<file path="src/rtl/aap_pipeline_pkg.sv">
// Shared AAP pipeline definitions: datapath widths, the instruction-length
// bit, and the bundle handed from fetch to decode.
package aap_pipeline_pkg;

  localparam int PC_WIDTH    = 20;
  localparam int IWORD_WIDTH = 16;
  localparam int INSTR_WIDTH = 32;
  localparam int IS32_BIT    = 15;

  typedef struct packed {
    logic [INSTR_WIDTH-1:0] data;
    logic                   is32;
    logic [PC_WIDTH-1:0]    pc;
  } instr_bundle_t;

  // A word with the length bit set opens a two-word instruction.
  function automatic logic word_is32(input logic [IWORD_WIDTH-1:0] word);
    return word[IS32_BIT];
  endfunction

endpackage

</file>
<file path="src/rtl/fetch_queue_buffer.sv">
// Circular word store for the fetch queue: DEPTH x 16-bit entries with a
// single-word push, one- or two-word pop, flush, occupancy count and read
// ports for the head word and the word behind it.
module fetch_queue_buffer
  import aap_pipeline_pkg::*;
#(
  parameter int DEPTH = 4
) (
  input  logic                     clock,
  input  logic                     reset,
  input  logic                     flush,
  input  logic                     push,
  input  logic [IWORD_WIDTH-1:0]   push_data,
  input  logic                     pop1,
  input  logic                     pop2,
  output logic [$clog2(DEPTH):0]   count,
  output logic [IWORD_WIDTH-1:0]   head_word,
  output logic [IWORD_WIDTH-1:0]   next_word
);

  localparam int PTR_W = $clog2(DEPTH);
  localparam int CNT_W = PTR_W + 1;

  logic [IWORD_WIDTH-1:0] storage [DEPTH];
  logic [PTR_W-1:0]       head_ptr;
  logic [PTR_W-1:0]       tail_ptr;
  logic [CNT_W-1:0]       pop_amt;

  // Number of words leaving the head this cycle.
  always_comb begin
    pop_amt = '0;
    if (pop2)
      pop_amt = CNT_W'(2);
    else if (pop1)
      pop_amt = CNT_W'(1);
  end

  assign head_word = storage[head_ptr];
  assign next_word = storage[head_ptr + PTR_W'(1)];

  // Pointer and occupancy bookkeeping; flush empties the queue outright.
  always_ff @(posedge clock or posedge reset) begin
    if (reset) begin
      head_ptr <= '0;
      tail_ptr <= '0;
      count    <= '0;
    end else if (flush) begin
      head_ptr <= '0;
      tail_ptr <= '0;
      count    <= '0;
    end else begin
      if (push)
        tail_ptr <= tail_ptr + PTR_W'(1);
      head_ptr <= head_ptr + PTR_W'(pop_amt);
      count    <= count + CNT_W'(push) - pop_amt;
    end
  end

  // Word storage carries no reset; occupancy alone decides what is live.
  always_ff @(posedge clock) begin
    if (push && !flush)
      storage[tail_ptr] <= push_data;
  end

endmodule

</file>
<file path="src/rtl/fetch_queue.sv">
// Instruction prefetch queue: issues sequential 16-bit reads, buffers the
// returned words, assembles 16/32-bit AAP instructions for the decoder and
// flushes/refetches on a branch redirect.
// Optional build macro FETCH_QUEUE_PERF_EN adds saturating stall_count and
// flush_count outputs.
module fetch_queue
  import aap_pipeline_pkg::*;
#(
  parameter int                  DEPTH    = 4,
  parameter logic [PC_WIDTH-1:0] RESET_PC = 20'h00000
) (
  input  logic                   clock,
  input  logic                   reset,
  output logic [PC_WIDTH-1:0]    imem_rd_addr,
  output logic                   imem_rd_en,
  input  logic [IWORD_WIDTH-1:0] imem_rd_data,
  input  logic                   redirect_en,
  input  logic [PC_WIDTH-1:0]    redirect_pc,
  output logic                   instr_valid,
  input  logic                   instr_ready,
  output logic [INSTR_WIDTH-1:0] instr_data,
  output logic                   instr_is32,
  output logic [PC_WIDTH-1:0]    instr_pc
`ifdef FETCH_QUEUE_PERF_EN
  ,
  output logic [15:0]            stall_count,
  output logic [15:0]            flush_count
`endif
);

  localparam int CNT_W = $clog2(DEPTH) + 1;

  logic [CNT_W-1:0]       count;
  logic [CNT_W-1:0]       occupancy;
  logic [IWORD_WIDTH-1:0] head_word;
  logic [IWORD_WIDTH-1:0] next_word;
  logic [PC_WIDTH-1:0]    fetch_pc;
  logic [PC_WIDTH-1:0]    head_pc;
  logic                   inflight;
  logic                   head_is32;
  logic                   req;
  logic                   valid;
  logic                   fire;
  logic                   push;
  instr_bundle_t          bundle;

  assign head_is32 = word_is32(head_word);
  // Buffered words plus the one still on its way back from memory.
  assign occupancy = count + CNT_W'(inflight);

  // Request, length decode and handshake qualification.
  always_comb begin
    req   = !reset && !redirect_en && (occupancy < CNT_W'(DEPTH));
    valid = 1'b0;
    if (!redirect_en)
      valid = head_is32 ? (count >= CNT_W'(2)) : (count >= CNT_W'(1));
    fire  = valid && instr_ready;
    // A word returning during a redirect belongs to the abandoned path.
    push  = inflight && !redirect_en;
  end

  // Instruction bundle driven from the head entries, zero when not valid.
  always_comb begin
    bundle = '0;
    if (valid) begin
      bundle.data = {(head_is32 ? next_word : {IWORD_WIDTH{1'b0}}), head_word};
      bundle.is32 = head_is32;
      bundle.pc   = head_pc;
    end
  end

  assign imem_rd_en   = req;
  assign imem_rd_addr = reset ? '0 : fetch_pc;
  assign instr_valid  = valid;
  assign instr_data   = bundle.data;
  assign instr_is32   = bundle.is32;
  assign instr_pc     = bundle.pc;

  fetch_queue_buffer #(
    .DEPTH (DEPTH)
  ) u_buffer (
    .clock     (clock),
    .reset     (reset),
    .flush     (redirect_en),
    .push      (push),
    .push_data (imem_rd_data),
    .pop1      (fire && !head_is32),
    .pop2      (fire && head_is32),
    .count     (count),
    .head_word (head_word),
    .next_word (next_word)
  );

  // Fetch address, head address and in-flight tracking; redirect wins.
  always_ff @(posedge clock or posedge reset) begin
    if (reset) begin
      fetch_pc <= RESET_PC;
      head_pc  <= RESET_PC;
      inflight <= 1'b0;
    end else begin
      inflight <= req;
      if (redirect_en) begin
        fetch_pc <= redirect_pc;
        head_pc  <= redirect_pc;
      end else begin
        if (req)
          fetch_pc <= fetch_pc + PC_WIDTH'(1);
        if (fire)
          head_pc <= head_pc + (head_is32 ? PC_WIDTH'(2) : PC_WIDTH'(1));
      end
    end
  end

`ifdef FETCH_QUEUE_PERF_EN
  function automatic logic [15:0] sat_inc(input logic [15:0] value);
    return (value == 16'hFFFF) ? value : value + 16'd1;
  endfunction

  // Decoder backpressure and redirect event counters, saturating.
  always_ff @(posedge clock or posedge reset) begin
    if (reset) begin
      stall_count <= '0;
      flush_count <= '0;
    end else begin
      if (valid && !instr_ready)
        stall_count <= sat_inc(stall_count);
      if (redirect_en)
        flush_count <= sat_inc(flush_count);
    end
  end
`endif

endmodule

</file>
<file path="config.mk">
export PLATFORM = sky130hd
export DESIGN_NAME = fetch_queue
export DESIGN_NICKNAME = d
export VERILOG_FILES = /design/src/rtl/aap_pipeline_pkg.sv /design/src/rtl/fetch_queue_buffer.sv /design/src/rtl/fetch_queue.sv
export SDC_FILE = /design/constraint.sdc
export NUM_CORES = 1
export LEC_CHECK = 0
export BUFFER_PORTS_ARGS = -buffer_cell sky130_fd_sc_hd__clkbuf_2
export CAP_MARGIN = 20
export CORE_MARGIN = 8
export CORE_UTILIZATION = 55
export DETAILED_ROUTE_END_ITERATION = 8
export GPL_TIMING_DRIVEN = 0
export PLACE_DENSITY = 0.85
export SETUP_SLACK_MARGIN = 0.15
export SLEW_MARGIN = 15
export SYNTH_ARGS = -nofsm -noshare
export SYNTH_HDL_FRONTEND = slang
export SYNTH_HIERARCHICAL = 1
export SYNTH_SLANG_ARGS = --single-unit
</file>
<file path="constraint.sdc">
create_clock -name clock -period 3.9 [get_ports clock]
set_input_delay 0.585 -clock clock [delete_from_list [all_inputs] [get_ports clock]]
set_output_delay 0.585 -clock clock [all_outputs]
set_load 0.03 [all_outputs]
</file>
==> results of run 1 <==
==> metal layers <==
metal,track usage [%],part of all wire [%],wire [µm]
met1,26.0,39,6280
met2,37.7,51,8260
met3,5.29,7.6,1230
met4,7.69,2.3,363
met5,0,0,0
==> cells in the mapped netlist (5+ instances only) <==
master / count / area, µm²
nand3_1: 14 / 70.1
nand4_1: 9 / 56.3
dfrtp_1: 48 / 1200
a31oi_1: 21 / 131
o31ai_1: 13 / 97.6
buf_2: 5 / 25.0
nor2_1: 33 / 124
or4_1: 15 / 113
and2_1: 55 / 344
clkbuf_1: 15 / 56.3
xnor2_1: 6 / 52.6
ha_1: 11 / 138
or3_1: 7 / 43.8
a311oi_1: 6 / 52.6
nand2_1: 16 / 60.1
mux4_2: 29 / 653
and4_1: 7 / 61.3
and3_1: 5 / 31.3
o21ai_0: 8 / 40.0
nor2b_1: 27 / 169
a21oi_1: 7 / 35.0
edfxtp_1: 64 / 1920
mux2i_1: 5 / 50.1
a211oi_1: 7 / 52.6
inv_1: 22 / 82.6
==> critical path, delay by kind of cell, from the launching register on <==
family	cells	cell delay, ps
buffers and inverters	4	890
AND/OR/NAND/NOR	2	410
multiplexers	1	620
AO/OA/AOI/OAI	1	340
flip-flops	1	350
==> what timing repair did <==
| item | CTS | global route |
|---|---|---|
| cloned | 0 | 0 |
| endpoints found under the setup margin | 32 | 22 |
| setup buffers | 0 | 0 |
| resized for setup | 2 | 2 |
==> cell families after synthesis <==
kind of cell    Yosys count
simple gates            204
xor+xnor                  9
flops                   112
compound gates           76
mux                      40
fa+ha+maj                13
buf+inv                  52
==> sequential cells by signal (all words and copies together) (netlist names) <==
signal	flops
u_buffer/head_ptr	2
head_pc	20
fetch_pc	20
u_buffer/tail_ptr	2
u_buffer/storage	64
inflight	1
u_buffer/count	3
==> power groups by stage <==
stage | sequential [mW] | combinational, mW | clock, mW
4_1_cts | 1.40 | 0.829 | 0.965
2_1_floorplan | 1.40 | 0.589 | 0
5_1_grt | 1.41 | 0.896 | 1.01
3_5_place_dp | 1.42 | 0.818 | 0
6_report | 1.40 | 0.832 | 0.953
3_3_place_gp | 1.42 | 0.792 | 0
==> cell type report <==
class	count	area share (%)
Buffer	30	2.68
Clock buffer	9	3.07
Clock inverter	7	1.25
Inverter	22	1.13
Multi-Input combinational cell	342	38.8
Sequential cell	112	42.6
Tap cell	143	2.44
Timing Repair Buffer	115	8.06
==> how the worst min path moves through the flow <==
stage,end,slack [ps],cells past startpoint
4_1_cts,u_buffer/tail_ptr[0],220,2
5_1_grt,u_buffer/head_ptr[0],230,2
2_1_floorplan,u_buffer/count[0],390,1
3_5_place_dp,head_pc[7],530,1
6_report,u_buffer/tail_ptr[1],220,2
3_3_place_gp,head_pc[7],520,1
==> results.ini, run 1 <==
[logic_synthesis]
synth_top_flop_cell = edfxtp_1
synth-simple-area-share_pct = 19.0
synth_cells = 506
synth_seq_area_share_pct = 50.2
syn_avg_cell_area_um2 = 12.3
synthAdderAreaFrac_pct = 2.85
yosysWarnings = 6
ys_types = 57
synth-seq-cells = 112
synth_edf_count = 64
async_reset_ff_share_pct = 42.9
synth_mux_area_share_pct = 13.1
synth_compound_area_share_pct = 8.68
synth-xor-area-share_pct = 1.71
synth_top_family_by_area = simple AND/OR/NAND/NOR gates
synth_fp_nets = 559
syn_area_mm2 = 0.00623

[floorplan]
start_util_pct = 55.5
io_pins = 115
core_area_mm2 = 0.0112
die_h_um = 122
die_w_um = 122
rows = 39
fp.dieArea_mm2 = 0.0150

[sta]
hold_ws_ps = 216
setup_viol = 0
slew-limit-headroom_pct = 39.1
layout_min_cycle_time_ps = 3550
finalCritPeriodShare_pct = 91.1
skew_ps = 10.9
slew_violations = 0
hold_viol = 0
max_freq_ghz = 0.281
fin_ws_ps = 346
worst_pin_slew_ps = 914
totalNegativeSetupSlack_ps = 0
rsz0062_at_grt = no

[global_route]
grt_pass1_wl_um = 25400
grt-ovfl-total = 0
grt_pass1_vias = 4929
grt_max_degree = 28
antenna_found_initial = 0
grt_usage_pct = 21.8

[setup_path]
critPathCaptureType = primary output
critPathArrivalTime_ps = 2970
cpMostUsedCell = buf_6
r2r_end = u_buffer/count[2]
endpoint = instr_data[7]
cp_cell_sequence = buf_6, mux4_1, nand2b_1, buf_6, a21oi_4, clkbuf_1, and2_1, clkbuf_2
critPathKind = reg2out
required_ps = 3310
critPathLaunchType = flip-flop
r2r_cells = 14
slowest_delay_ps = 620
r2r_setup_slack_ps = 370
critPathMaxFanout = 10
r2r_start = u_buffer/head_ptr[1]
startpoint = u_buffer/head_ptr[1]
cp_slowest_cell = mux4_1

[route]
avgRoutedWirePerCell_um = 20.7
ant_nets = 0
routed_wl_um = 16100
drtIter0Drc = 431
drcViolationCount = 0
routed-via-count = 4832
first_pass_iters = 5
avgViaCountPerCell = 6.19

[power_and_ir_drop]
power.leakage_nw = 2.90
total_power_mw = 3.19
switchingPower_mw = 1.09
cell_internal_pwr_mw = 2.10
p_clk_share_pct = 29.9
p_per_area_mw_per_mm2 = 435
p_seq_share_pct = 44.0
swShare_pct = 34.1
p_comb_share_pct = 26.1
vdd_drop_max_uv = 322

[worst_hold_path]
hp-class = in2async

[layout]
antenna_cells = 0
area_growth_pct = 17.7
layout_commonest_cell = clkbuf_2
multi_input_area_mm2 = 0.00284
drive_gt1_share_pct = 29.5
finalNonFillerCells = 780
seq_area_mm2 = 0.00312
final_cell_mix = clkbuf_2, edfxtp_1, and2_1
fillers = 841
final_cell_area_mm2 = 0.00733
nets = 685
final_util_pct = 65.3

[place]
dp_hpwl_um = 11900
place.gp.congestion = 0.867
dp.cells = 764
place_area_mm2 = 0.00700
portBuffers = 114
place_ws_ps = 7.79

[run_status]
run_status = completed

[flow_run]
drv_cap = 0

[clock_network]
cts_root_buffer = clkbuf_16
htree_num_levels = 3
cts_buffers = 9
cts_tree = built
insertion_delay_ps = 350
clkSinkCount = 112
clk_path_buf_depth = 2
clkTransAtPathRegs_ps = 80
postCtsHoldBufs = 0

Note: power is estimated with default switching activity, not from simulation.
==> inputs of run 2 (changes only) <==
--- a/config.mk
+++ b/config.mk
@@ -8,10 +8,10 @@
 export BUFFER_PORTS_ARGS = -buffer_cell sky130_fd_sc_hd__clkbuf_2
 export CAP_MARGIN = 20
 export CORE_MARGIN = 8
-export CORE_UTILIZATION = 55
+export CORE_UTILIZATION = 51
 export DETAILED_ROUTE_END_ITERATION = 8
 export GPL_TIMING_DRIVEN = 0
-export PLACE_DENSITY = 0.85
+export PLACE_DENSITY = 0.83
 export SETUP_SLACK_MARGIN = 0.15
 export SLEW_MARGIN = 15
 export SYNTH_ARGS = -nofsm -noshare
==> constraint.sdc (replaced) <==
create_clock -name clock -period 3.15 [get_ports clock]
set_input_delay 0.4725 -clock clock [delete_from_list [all_inputs] [get_ports clock]]
set_output_delay 0.4725 -clock clock [all_outputs]
set_load 0.03 [all_outputs]
==> run 2 against run 1 <==
  * Wire length up 2.6%
  * Sequential share of layout area fell by 1.2 points
  * Largest cell class unchanged
  * Die area grew 6.8%
  * Global-route usage is 1.6 points lower
  * Non-clock buffer count rose by 9
  * Critical endpoint is now u_buffer/count[2]
==> results.ini, run 2 (synthesized netlist as in run 1, its figures left out) <==
[sta]
skew_ps = 14.8
slew-limit-headroom_pct = 39.2
setup_viol = 0
rsz0062_at_grt = yes
layout_min_cycle_time_ps = 3020
max_freq_ghz = 0.331
slew_violations = 0
worst_pin_slew_ps = 912
finalCritPeriodShare_pct = 95.9
hold_viol = 0
hold_ws_ps = 78.4

[power_and_ir_drop]
p_per_area_mw_per_mm2 = 538
vdd_drop_max_uv = 359
total_power_mw = 4.05
power.leakage_nw = 2.97

[route]
drtIter0Drc = 542
first_pass_iters = 5
routed-via-count = 4931
ant_nets = 0
drcViolationCount = 0
avgViaCountPerCell = 6.22
routed_wl_um = 16600
avgRoutedWirePerCell_um = 20.9

[floorplan]
die_w_um = 127
rows = 40
fp.dieArea_mm2 = 0.0160
io_pins = 115
core_area_mm2 = 0.0120
die_h_um = 127
start_util_pct = 52.1

[clock_network]
clk_path_buf_depth = 2
insertion_delay_ps = 360
clkTransAtPathRegs_ps = 80
cts_tree = built
htree_num_levels = 3
clkSinkCount = 112
cts_root_buffer = clkbuf_16
cts_buffers = 9

[layout]
layout_commonest_cell = clkbuf_2
reg.largest.list = u_buffer/storage (64), fetch_pc (20), head_pc (20)
fillers = 892
nets = 694
largest_reg_flops = 64
final_cell_mix = clkbuf_2, edfxtp_1, and2_1
antenna_cells = 0
area_growth_pct = 21.1
drive_gt1_share_pct = 33.3
top_register = u_buffer/storage
final_util_pct = 63.0

[place]
portBuffers = 114
place.gp.congestion = 0.872
dp_hpwl_um = 11800

[setup_path]
slowest_delay_ps = 530
r2r_setup_slack_ps = 130
critPathKind = reg2reg
critPathArrivalTime_ps = 3250
r2r_end = u_buffer/count[2]
r2r_cells = 14
cp_cell_sequence = buf_6, mux4_2, nand2b_4, buf_8, a21oi_4, and3_4, nor2b_4, ha_4, inv_2, ha_4, inv_2, fa_2, xnor3_1, nor2_1
critPathLaunchType = flip-flop
cp_slowest_cell = mux4_2
r2r_start = u_buffer/head_ptr[1]
critPathMaxFanout = 5
required_ps = 3380
critPathCaptureType = flip-flop

[global_route]
grt_usage_pct = 20.1
grt-ovfl-total = 0
antenna_found_initial = 0
grt_pass1_vias = 4902
grt_pass1_wl_um = 25500
grt_max_degree = 36

[flow_run]
drv_cap = 0

[worst_hold_path]
hp-class = in2async

[run_status]
run_status = completed

==> run 2: metrics by stage <==
step	area (µm²)	setup TNS, ps	setup WS [ps]	std cells
floorplan	6230	0	206	506
global placement	6990	-149	-90.2	767
detailed placement	7010	-276	-187	768
CTS	7430	0	151	788
global route	7540	0	42.2	793
finish	7540	0	130	793
==> run 2: how the worst max path moves through the flow <==
stage | startpoint | end | slack, ps | depth (start not counted)
floorplan | u_buffer/head_ptr[1] | u_buffer/count[2] | 210 | 14
global placement | redirect_en | u_buffer/count[2] | -90 | 12
detailed placement | redirect_en | u_buffer/count[2] | -190 | 12
CTS | u_buffer/head_ptr[1] | instr_data[10] | 150 | 9
global route | u_buffer/head_ptr[1] | u_buffer/count[2] | 40 | 14
finish | u_buffer/head_ptr[1] | u_buffer/count[2] | 130 | 14
==> run 2: what timing repair did <==
action                                 CTS  global route
setup endpoints to repair               56            49
pin swaps                                1             2
buffers inserted                         4             5
gates resized for setup                 20            42
hold buffers                             0             0
endpoints found under the hold margin    0             0
==> run 2: cell type report <==
class	count	area (µm²)	share of cell area, %
plain buffers	30	214	2.84
multi-input cells	342	2910	38.6
well taps	147	184	2.44
inverters	22	82.6	1.10
flip-flops and latches	112	3120	41.4
repair buffers	124	709	9.41
clock inverters	7	92.6	1.23
clock buffers	9	225	2.99
==> run 2: critical path, delay by kind of cell, from the launching register on <==
family	cells	cell delay [ps]
flops	1	360
buf+inv	4	320
simple gates	4	610
xor+xnor	1	200
compound gates	1	230
fa+ha+maj	3	650
mux	1	530
==> run 2: metal layers <==
metal | vias up | track usage, % | wire length [µm]
met5 | - | 0 | 0
met4 | 0 | 8.28 | 402
met3 | 38 | 5.07 | 1280
met2 | 243 | 33.4 | 8370
met1 | 2438 | 24.6 | 6500
li1 | 2212 | - | -
==> run 2: power breakdown <==
part / total (mW) / switching, mW / internal [mW]
logic: 1.11 / 0.672 / 0.437
registers: 1.74 / 0.104 / 1.63
clock network: 1.21 / 0.567 / 0.640
